`src/rtl/approx_mon_pkg.sv`:
```
// Purpose : shared types, widths and width helpers for the approximate-multiplier error monitor.
// Latency : n/a (package only).
// Backpr. : n/a (package only).
// Contents: mon_state_t FSM encoding, PROD_W/ERR_W, and sum/bias/count width helpers.
package approx_mon_pkg;

   typedef enum logic [1:0] {
      ACCUM  = 2'd0,
      DRAIN  = 2'd1,
      REPORT = 2'd2
   } mon_state_t;

   localparam int PROD_W = 16;   // unsigned 8x8 product
   localparam int ERR_W  = 17;   // signed z - x*y

   // The sum of 2^win_log2 values, each below 2^PROD_W, fits in PROD_W+win_log2 bits.
   function automatic int sum_w(input int win_log2);
      return PROD_W + win_log2;
   endfunction

   // The signed sum of 2^win_log2 ERR_W-bit values needs win_log2 extra bits.
   function automatic int bias_w(input int win_log2);
      return ERR_W + win_log2;
   endfunction

   // The counter has to reach 2^win_log2 itself, so it needs one extra bit.
   function automatic int cnt_w(input int win_log2);
      return win_log2 + 1;
   endfunction

endpackage

```
`src/rtl/approx_err_calc.sv`:
```
// Purpose : combinational error of one approximate product against the exact x*y.
// Latency : 0 cycles (pure combinational).
// Backpr. : none; the caller's stage register does the qualification.
// Ports   : in_x, in_y (8b operands), in_z (16b approximate product) -> err (17b signed), abs_err (16b).
module approx_err_calc
   import approx_mon_pkg::*;
(
   input  logic [7:0]              in_x,
   input  logic [7:0]              in_y,
   input  logic [PROD_W-1:0]       in_z,
   output logic signed [ERR_W-1:0] err,
   output logic [PROD_W-1:0]       abs_err
);

   logic [PROD_W-1:0] exact;

   always_comb begin
      exact   = {8'd0, in_x} * {8'd0, in_y};
      err     = $signed({1'b0, in_z}) - $signed({1'b0, exact});
      // |err| is at most 65535 because both operands lie in 0..65535, so 16 bits hold it.
      abs_err = err[ERR_W-1] ? PROD_W'(-err) : PROD_W'(err);
   end

endmodule

```
`src/rtl/approx_mul_err_monitor.sv`:
```
// Purpose : accumulates |err|, max |err|, nonzero-error count (and signed bias) over 2^WIN_LOG2 samples.
// Latency : the report is valid 2 edges after the last sample of a window is accepted.
// Backpr. : in_ready drops from the last accept until the report handshake; the report holds while out_ready=0.
// Ports   : clk, rst_n (async low), clr (sync abort); in_valid/in_ready/in_x/in_y/in_z sample stream;
//           out_valid/out_ready + out_sum_abs/out_max_abs/out_nz_cnt report; out_bias only with ERR_MON_BIAS_EN.
module approx_mul_err_monitor
   import approx_mon_pkg::*;
#(
   parameter int WIN_LOG2 = 8
)(
   input  logic                          clk,
   input  logic                          rst_n,
   input  logic                          clr,
   input  logic                          in_valid,
   output logic                          in_ready,
   input  logic [7:0]                    in_x,
   input  logic [7:0]                    in_y,
   input  logic [PROD_W-1:0]             in_z,
   output logic                          out_valid,
   input  logic                          out_ready,
   output logic [sum_w(WIN_LOG2)-1:0]    out_sum_abs,
   output logic [PROD_W-1:0]             out_max_abs,
   output logic [cnt_w(WIN_LOG2)-1:0]    out_nz_cnt
`ifdef ERR_MON_BIAS_EN
   ,
   output logic signed [bias_w(WIN_LOG2)-1:0] out_bias
`endif
);

   localparam int SUM_W = sum_w(WIN_LOG2);
   localparam int CNT_W = cnt_w(WIN_LOG2);
   localparam logic [CNT_W-1:0] LAST_IDX = CNT_W'((1 << WIN_LOG2) - 1);

   mon_state_t state, state_nxt;
   logic       accept;
   logic       rdy_en;        // holds in_ready low until the first edge after reset release
   logic       report_done;

   logic [CNT_W-1:0]        cnt;
   logic                    v1;
   logic signed [ERR_W-1:0] err1;
   logic [PROD_W-1:0]       abs1;
   logic signed [ERR_W-1:0] err_c;
   logic [PROD_W-1:0]       abs_c;

   logic [SUM_W-1:0]  sum_acc;
   logic [PROD_W-1:0] max_acc;
   logic [CNT_W-1:0]  nz_acc;

   approx_err_calc u_calc (
      .in_x    (in_x),
      .in_y    (in_y),
      .in_z    (in_z),
      .err     (err_c),
      .abs_err (abs_c)
   );

   always_ff @(posedge clk or negedge rst_n) begin
      if (!rst_n) begin
         state  <= ACCUM;
         rdy_en <= 1'b0;
      end else begin
         state  <= state_nxt;
         rdy_en <= 1'b1;
      end
   end

   always_comb begin
      state_nxt   = state;
      in_ready    = 1'b0;
      out_valid   = 1'b0;
      accept      = 1'b0;
      report_done = 1'b0;
      case (state)
         ACCUM: begin
            in_ready = rdy_en & ~clr;
            accept   = in_valid & in_ready;
            if (accept && cnt == LAST_IDX) state_nxt = DRAIN;
         end
         DRAIN: begin
            if (!v1) state_nxt = REPORT;
         end
         REPORT: begin
            out_valid   = 1'b1;
            report_done = out_ready;
            if (out_ready) state_nxt = ACCUM;
         end
         default: state_nxt = ACCUM;
      endcase
      if (clr) state_nxt = ACCUM;
   end

   // Stage 1: capture the error of each accepted sample.
   always_ff @(posedge clk or negedge rst_n) begin
      if (!rst_n) begin
         v1   <= 1'b0;
         err1 <= '0;
         abs1 <= '0;
      end else if (clr) begin
         v1 <= 1'b0;
      end else begin
         v1 <= accept;
         if (accept) begin
            err1 <= err_c;
            abs1 <= abs_c;
         end
      end
   end

   // Stage 2: window accumulators. v1 is never set in REPORT, so the clear never races an update.
   always_ff @(posedge clk or negedge rst_n) begin
      if (!rst_n) begin
         cnt     <= '0;
         sum_acc <= '0;
         max_acc <= '0;
         nz_acc  <= '0;
      end else if (clr || report_done) begin
         cnt     <= '0;
         sum_acc <= '0;
         max_acc <= '0;
         nz_acc  <= '0;
      end else begin
         if (accept) cnt <= cnt + CNT_W'(1);
         if (v1) begin
            sum_acc <= sum_acc + SUM_W'(abs1);
            if (abs1 > max_acc) max_acc <= abs1;
            if (err1 != '0) nz_acc <= nz_acc + CNT_W'(1);
         end
      end
   end

`ifdef ERR_MON_BIAS_EN
   localparam int BIAS_W = bias_w(WIN_LOG2);
   logic signed [BIAS_W-1:0] bias_acc;

   always_ff @(posedge clk or negedge rst_n) begin
      if (!rst_n) begin
         bias_acc <= '0;
      end else if (clr || report_done) begin
         bias_acc <= '0;
      end else if (v1) begin
         bias_acc <= bias_acc + {{WIN_LOG2{err1[ERR_W-1]}}, err1};
      end
   end

   assign out_bias = bias_acc;
`endif

   assign out_sum_abs = sum_acc;
   assign out_max_abs = max_acc;
   assign out_nz_cnt  = nz_acc;

endmodule

```
`config.mk`:
```
export PLATFORM = sky130hd
export DESIGN_NAME = approx_mul_err_monitor
export DESIGN_NICKNAME = d
export VERILOG_FILES = /design/src/rtl/approx_mon_pkg.sv /design/src/rtl/approx_err_calc.sv /design/src/rtl/approx_mul_err_monitor.sv
export SDC_FILE = /design/constraint.sdc
export NUM_CORES = 1
export LEC_CHECK = 0
export CAP_MARGIN = 30
export CORE_MARGIN = 4
export CORE_UTILIZATION = 59
export DETAILED_ROUTE_END_ITERATION = 10
export HOLD_SLACK_MARGIN = 0.15
export PLACE_DENSITY = 0.82
export SYNTH_ARGS = -nofsm -noshare
export SYNTH_HDL_FRONTEND = slang
export SYNTH_SLANG_ARGS = --single-unit
```
`constraint.sdc`:
```
create_clock -name clk -period 3.1 [get_ports clk]
set_clock_uncertainty 0.15 [all_clocks]
set_input_delay 0.31 -clock clk [delete_from_list [all_inputs] [get_ports clk]]
set_output_delay 0.31 -clock clk [all_outputs]
set_load 0.03 [all_outputs]
```
# Yosys cells after proc, flatten, opt, wreduce, memory -nomap -nowiden
# Index checks and enable logic that the tools add are counted.
# totals
elab_cells,58
ff_bits,95
output_inout_bits,51
inputBits,37
# op_classes
n_reduce_logical,12
order_cmp,1
n_addsub,5
n_eq_ne,6
mux,21
bitwise_logic,3
n_mul,1
# op_table
op,count
$mux W16,4
$mux W24,2
$mux W9,5
$add A24 B16 Y24,1
$add A9 B1 Y9 const B,2
$reduce_bool A17 Y1,1
$sub A16 B16 Y17,1
$gt A16 B16 Y1,1
$mul A8 B8 Y16,1
$neg A16 Y16,1
$eq A9 B8 Y1 const B,1
$ne A3 B3 Y1 const B,3
$mux W2,4
$reduce_bool A2 Y1,4
$pmux W2 S3,1
$reduce_and A2 Y1,3
$mux W1,5
$reduce_and A3 Y1,1
$and A1 B1 Y1,2
$eq A2 B1 Y1 const B,1
$eq A2 B2 Y1 const B,1
$logic_not A2 Y1,1
$logic_and A1 B1 Y1,1
$logic_or A1 B1 Y1,1
$not A1 Y1,1

# Logic depth before layout (Yosys ltp)
# Gate-level depths: netlist of the first run.
# depth
ltp_word,7
mapped_depth,21
ltp_nobuf,18

# Hierarchy
# From an unflattened synthesis of the first run, not the netlist that was laid out.
# hier_totals
cells_unflattened,958
area_unflattened_um2,8326.7
# modules_own_cells
mod,n_inst,cells_each,seq_area_each_um2,area_per_inst_um2
approx_mul_err_monitor,1,573,2377.3,5251.3
approx_err_calc,1,385,0.0,3075.4

# Worst setup path after synthesis of the first run
# OpenSTA, ideal clock, no wires.
# synth_path
kind,input port to flip-flop
start,input in_x[2]
end,register abs1[3]
required_time_ns,2.863
path_stages,17
arrival_time_ns,4.814
setup_ns,0.087
slack_ns,-1.950
n_path_buf,1
path_cell_list,clkbuf_1 nand2_1 fa_1 fa_1 fa_1 inv_1 fa_1 inv_1 ha_1 nand2_1 a211o_1 a21oi_2 o31a_1 xor2_2 mux2_2 a211o_1 o211ai_1
# synth_via
elab_chain_cells,4
# synth_lines
element,line,rtl
"start, declared",approx_mul_err_monitor.sv:16,"input logic [7:0] in_x,"
$mul A8 B8 Y16 (*),approx_err_calc.sv:18,"exact = {8'd0, in_x} * {8'd0, in_y};"
$sub A16 B16 Y17 (*),approx_err_calc.sv:19,"err = $signed({1'b0, in_z}) - $signed({1'b0, exact});"
$neg A16 Y16,approx_err_calc.sv:21,abs_err = err[ERR_W-1] ? PROD_W'(-err) : PROD_W'(err);
$mux W16 (*),approx_err_calc.sv:21,
"end signal, assigned",approx_mul_err_monitor.sv:105,abs1 <= abs_c;
"end, declared",approx_mul_err_monitor.sv:42,logic [PROD_W-1:0] abs1;
# Mark *: on every way between the ends. The rest lies on a longest branch, timed or not.
# A chain may end at the register's enable or synchronous reset.

# Final worst setup path of the first run
# layout_path
start,input in_x[6]
end,register abs1[12]
# Same word-level chain as after synthesis.

==> results of run 1 <==
==> cell families after synthesis <==
logic type / Yosys count / share of synthesized area
adder cells (fa/ha/maj): 127 / 0.2351
AND/OR/NAND/NOR: 331 / 0.1938
XOR/XNOR: 50 / 0.05421
multiplexers: 31 / 0.03759
buffers and inverters: 144 / 0.06738
other: 1 / 0.0004488
flip-flops: 94 / 0.2815
AO/OA/AOI/OAI: 162 / 0.1300
==> worst max path at each step <==
stage	start	cells past startpoint	endpoint
global placement	in_y[4]	18	abs1[3]$_DFFE_PN0P_
finish	in_x[6]	21	abs1[12]$_DFFE_PN0P_
global route	in_x[6]	21	abs1[12]$_DFFE_PN0P_
floorplan	in_y[0]	18	abs1[3]$_DFFE_PN0P_
CTS	in_x[6]	18	abs1[3]$_DFFE_PN0P_
detailed placement	in_y[4]	17	abs1[14]$_DFFE_PN0P_
==> through the flow <==
stage | hold slack (ns) | std cells | worst slack [ns]
3_3_place_gp | 0.2583 | 1275 | -2.192
6_report | 0.3353 | 1319 | -1.653
3_5_place_dp | 0.2621 | 1276 | -2.350
4_1_cts | 0.3352 | 1309 | -1.561
5_1_grt | 0.3689 | 1319 | -1.845
2_1_floorplan | -0.1356 | 940 | -1.606
==> flip-flops by register name (all words and copies together), names as in the netlist <==
register	count
v1	1
err1	17
out_max_abs	16
cnt	9
state	2
abs1	15
out_nz_cnt	9
out_sum_abs	24
rdy_en	1
==> synthesized netlist by cell type (all sizes together) (5+ instances only) <==
library cell	instances	share of area
a21o	14	0.013
mux2i	28	0.034
dfrtp	94	0.28
buf	12	0.0079
fa	50	0.12
xnor2	24	0.026
nand4b	7	0.0073
nand3	23	0.014
clkbuf	19	0.0087
nor4	8	0.0078
nor2	78	0.035
xor2	26	0.028
nor3	10	0.0066
and2	35	0.026
inv	113	0.051
ha	77	0.12
and3	7	0.0052
o211ai	10	0.0096
nand2	115	0.052
nand4	14	0.010
nor2b	7	0.0052
a21oi	40	0.025
o21a	9	0.0081
or3	6	0.0051
o21bai	5	0.0045
a31oi	9	0.0067
o21ai	42	0.025
==> timing repair <==
item                                    CTS  global route
cloned                                    0             0
endpoints found under the setup margin   30            31
setup buffers                            17            11
hold endpoints to repair                 56             0
pin swaps                                69            44
hold buffers                              1             0
resized for setup                       188            61
==> final cells by class <==
type | instances | area [um2]
Fill cell | 793 | 2337
Sequential cell | 94 | 2352
Inverter | 113 | 424.2
Multi-Input combinational cell | 702 | 6213
Timing Repair Buffer | 214 | 1966
Clock buffer | 10 | 229.0
Clock inverter | 6 | 133.9
Tap cell | 180 | 225.2
==> routing by layer <==
layer | track usage | up-vias | wire, um
li1 | - | 3570 | -
met5 | 0 | - | 0
met4 | 0.1110 | 0 | 1064
met2 | 0.4981 | 317 | 12200
met1 | 0.3068 | 3730 | 8709
met3 | 0.03261 | 93 | 1069
==> power groups by stage <==
stage | combinational [mW] | sequential (mW) | clock, mW
detailed placement | 7.49 | 1.74 | 0
CTS | 9.02 | 1.73 | 1.35
global route | 11.2 | 1.78 | 1.42
finish | 10.5 | 1.75 | 1.35
floorplan | 4.97 | 1.78 | 0
global placement | 7.25 | 1.72 | 0
==> critical path, stage by stage <==
cell and delay, ns:
buf_8 0.10, and2_4 0.15, fa_1 0.54, inv_1 0.05, fa_1 0.45, fa_1 0.54, inv_2 0.05, fa_1 0.50
inv_2 0.05, ha_4 0.29, buf_4 0.11, nand3_1 0.12, a2bb2oi_4 0.19, buf_4 0.14, nand3_1 0.07, nand4b_1 0.14
buf_4 0.17, nor4_4 0.29, a21oi_2 0.11, xnor2_1 0.16, mux2_2 0.29
==> metrics, run 1 <==
DR DRC count 0; Worst Hold End cnt[8]$_DFFE_PN0P_; number of clock sinks 94; CORE AREA 13880 um2; Worst Min Path Start cnt[8]$_DFFE_PN0P_; first-pass GRT wire length 35350 um; Clock transition at path regs 0.07 ns; startpoint types input pin; die area 16130 um2; via count 7710; YS warnings 0; Post-synth EDFFs 0; initial core utilization 0.6019; Iteration-0 DRC Markers 520; port bufs 87; Vias/cell 5.845; TritonCTS clock tree yes; crit path capture type register; Diodes inserted 0; final setup violation count 28; placed standard-cell area 10370 um2; I/O pin cnt 88; Yosys cell types 68; violated checks setup timing; Root Driver clkbuf_16; f_max 210.4 MHz; reg-to-reg endpoint out_sum_abs[12]$_DFFE_PN0P_; worst skew pair latency 0.35 ns; Total GRT Usage 0.2664; Comb power frac 0.773; commonest non-fill, non-tap cells in the layout 100 x nand2_1, 96 x inv_1, 94 x dfrtp_1, 94 x buf_4, 72 x nor2_1; sequential share of the synthesized area 0.2815; DRT Wirelength 23050 um; flops & latches, synth 94; total gr overflow 0; synthesis-to-finish area growth 38.16%; Final period util 1.533; fin. max-slew vios 0; status finished, violations left; max_slew headroom 0.5166; final setup margin -1.653 ns; Finished Cell Area 11540 um2; HPWL after detailed placement 14960 um; Hold Crit Depth 2; PwrDens 1180 nW/um2; Final Util 0.8316; min cycle time layout 4.753 ns; worst r2r src err1[0]$_DFFE_PN0P_; top_reg_cell synth dfrtp_1; htree depth 3; mean routed wirelength per cell 17.47 um; switching share of power 0.4462; Hold WC Path Type register to register; layout cells sized above 1 0.2651; Num CTS Buffers 9; worst-case clock buffer depth 2; DRT Pass-1 Iters 7; final hold vios 0; FF-to-FF setup slack 0.13 ns; post-synthesis cell count 940; routability cong. 0.8862; commonest non-fill, non-tap cell in the layout nand2_1; initial antenna violation count 0; Lkg Pwr 5.486 nW; clock network fraction of total power 0.099; Post-Syn Area 8356 um2; RSZ-0062 raised after global routing true; sequential power share 0.128; R2R cell count 10; Rows 43; number of global-route vias before repair 7612; Int Power 7.541 mW; max capacitance violation total 0; Async SR Flop Fraction 1.000; worst-path maximum fanout 5; Post-DRT Antenna Nets 0; Power Total 13.62 mW; WP data required 3.18 ns; setup tns final -36.21 ns; Psw 6.075 mW; peak supply drop 820.5 uV; largest net degree at the start of global routing 58; Mapped Avg Cell Area 8.889 um2; measured slew at the worst slew-check pin 0.7252 ns; Die H 127.0 um; Final nets 1298; Net Count, Synth 1104; CP Class input pin to register; die width 127.0 um; crit path DAT 4.84 ns
Power figures use the tool's default switching activity.
==> inputs of run 2 (changes only) <==
--- a/config.mk
+++ b/config.mk
@@ -11,6 +11,7 @@
 export DETAILED_ROUTE_END_ITERATION = 10
 export HOLD_SLACK_MARGIN = 0.15
 export PLACE_DENSITY = 0.82
+export SKIP_LAST_GASP = 1
 export SYNTH_ARGS = -nofsm -noshare
 export SYNTH_HDL_FRONTEND = slang
 export SYNTH_SLANG_ARGS = --single-unit
==> metrics, run 2 (synthesis gave the netlist of run 1 again) <==
die area 16130 um2 (unchanged); CORE AREA 13880 um2 (unchanged); I/O pin cnt 88 (unchanged); routability cong. 0.8862 (unchanged); measured slew at the worst slew-check pin 0.7053 ns (-0.01983 ns); Final nets 1306 (+0.62%); Final period util 1.548 (+0.01485); PwrDens 1179 nW/um2 (about the same); Num CTS Buffers 9 (unchanged); crit path DAT 4.88 ns (+0.04 ns); Finished Cell Area 11500 um2 (-0.37%); die width 127.0 um (unchanged); Die H 127.0 um (unchanged); Post-DRT Antenna Nets 0 (unchanged); Diodes inserted 0 (unchanged); crit path capture type register; clock network fraction of total power 0.100 (about the same); synthesis-to-finish area growth 37.65%; Root Driver clkbuf_16; non-filler cells, final 1327 (+0.61%); mean routed wirelength per cell 17.56 um (+0.47%); Fill cells 787 (-0.76%); max_slew headroom 0.5298 (+0.01322); DR DRC count 0 (unchanged); fin. max-slew vios 0 (unchanged); Hold Crit Depth 2 (unchanged); final setup violation count 28 (unchanged); worst-case clock buffer depth 2 (unchanged); placed insts 1276 (unchanged); status finished, violations left; Hold WC Path Type register to register; Lkg Pwr 5.470 nW (-0.29%); CP Class input pin to register; initial antenna violation count 0 (unchanged); port bufs 87 (unchanged); worst-path maximum fanout 6 (+1); Largest register FFs 24 (unchanged); commonest non-fill, non-tap cells in the layout 104 x nand2_1, 104 x buf_4, 95 x inv_1; HPWL after detailed placement 14960 um (unchanged); Clock transition at path regs 0.06 ns (about the same); setup tns final -37.00 ns (-0.7969 ns); switching share of power 0.4450 (-0.001152); initial core utilization 0.6019 (unchanged); DRT Wirelength 23300 um (+1.1%); peak supply drop 903.3 uV (+10%); max capacitance violation total 0 (unchanged); Int Power 7.527 mW (-0.18%); startpoint types input pin; Comb power frac 0.772 (about the same); Total GRT Usage 0.2605 (-0.005932); TritonCTS clock tree yes; Iteration-0 DRC Markers 455 (-13%); f_max 208.4 MHz (-0.96%); number of clock sinks 94 (unchanged); via count 7730 (+0.26%); violated checks setup timing; placed standard-cell area 10370 um2 (unchanged); number of global-route vias before repair 7619 (+0.092%); final hold vios 0 (unchanged); layout cells sized above 1 0.2581 (-0.007080); htree depth 3 (unchanged); min cycle time layout 4.799 ns (+0.04603 ns); worst skew pair latency 0.35 ns (about the same); RSZ-0062 raised after global routing true; sequential power share 0.129 (about the same); final hold slack 0.3337 ns (-0.001659 ns); first-pass GRT wire length 34650 um (-2.0%); largest net degree at the start of global routing 58 (unchanged); DRT Pass-1 Iters 5 (-2); Vias/cell 5.825 (-0.35%); R2R cell count 10 (unchanged); Rows 43 (unchanged); WP data required 3.18 ns (about the same); Psw 6.036 mW (-0.65%); total gr overflow 0 (unchanged); final setup margin -1.699 ns (-0.04603 ns)
## run 2: metrics by stage
stage | utilization | total power [mW] | setup slack [ns]
final | 0.8286 | 13.56 | -1.699
after detailed placement | 0.7473 | 9.232 | -2.350
after global placement | 0.7462 | 8.979 | -2.192
after CTS | 0.8000 | 11.84 | -1.563
after floorplan | - | 6.744 | -1.606
after global routing | 0.8286 | 14.31 | -1.926
## run 2: metal layers
layer | wire length (um) | global-route usage | share of wire
met1 | 8644 | 0.2989 | 0.37
met2 | 12260 | 0.4816 | 0.53
met5 | 0 | 0 | 0
met3 | 1004 | 0.03010 | 0.043
met4 | 1389 | 0.1249 | 0.060
## run 2: power groups by stage
stage / logic (mW) / registers (mW) / clock network [mW]
floorplan: 4.97 / 1.78 / 0
global placement: 7.25 / 1.72 / 0
detailed placement: 7.49 / 1.74 / 0
CTS: 8.77 / 1.73 / 1.35
global route: 11.1 / 1.77 / 1.42
finish: 10.5 / 1.74 / 1.35
## run 2: final cells by class
cell class	count	area [um2]	share of cell area
multi-input cells	702	6125	0.5325
well taps	180	225.2	0.01958
inverters	113	424.2	0.03688
clock inverters	6	133.9	0.01164
repair buffers	222	2012	0.1749
clock buffers	10	229.0	0.01991
flip-flops and latches	94	2352	0.2045
## run 2: critical path: stages
cell and delay (ns):
buf_8 0.10, and2_4 0.15, fa_1 0.54, inv_1 0.05, fa_1 0.45, fa_1 0.54, inv_2 0.05, fa_1 0.50
inv_2 0.05, ha_4 0.30, and4_4 0.24, o211ai_1 0.17, buf_4 0.21, nand2_8 0.08, o2111ai_2 0.24, nor4_4 0.32
a21oi_1 0.13, xnor2_1 0.16, mux2_2 0.28
## run 2: what timing repair did
action / 4_1_cts / 5_1_grt
hold endpoints to repair: 56 / 0
resized for setup: 157 / 68
endpoints found under the setup margin: 30 / 31
pin swaps: 69 / 53
cloned: 0 / 0
buffers inserted: 17 / 21
hold buffers: 1 / 0
## run 2: final timing paths
path                                      startpoint                     endpoint  slack (ns)
worst max-delay path                         in_x[6]         abs1[12]$_DFFE_PN0P_       -1.70
worst min-delay path            err1[12]$_DFFE_PN0P_         err1[12]$_DFFE_PN0P_        0.33
worst max register to register   err1[0]$_DFFE_PN0P_  out_sum_abs[12]$_DFFE_PN0P_        0.11
worst min register to register  err1[12]$_DFFE_PN0P_         err1[12]$_DFFE_PN0P_        0.33
max in group asynchronous                      rst_n           cnt[0]$_DFFE_PN0P_        1.75
min in group asynchronous                      rst_n   out_sum_abs[3]$_DFFE_PN0P_        0.41
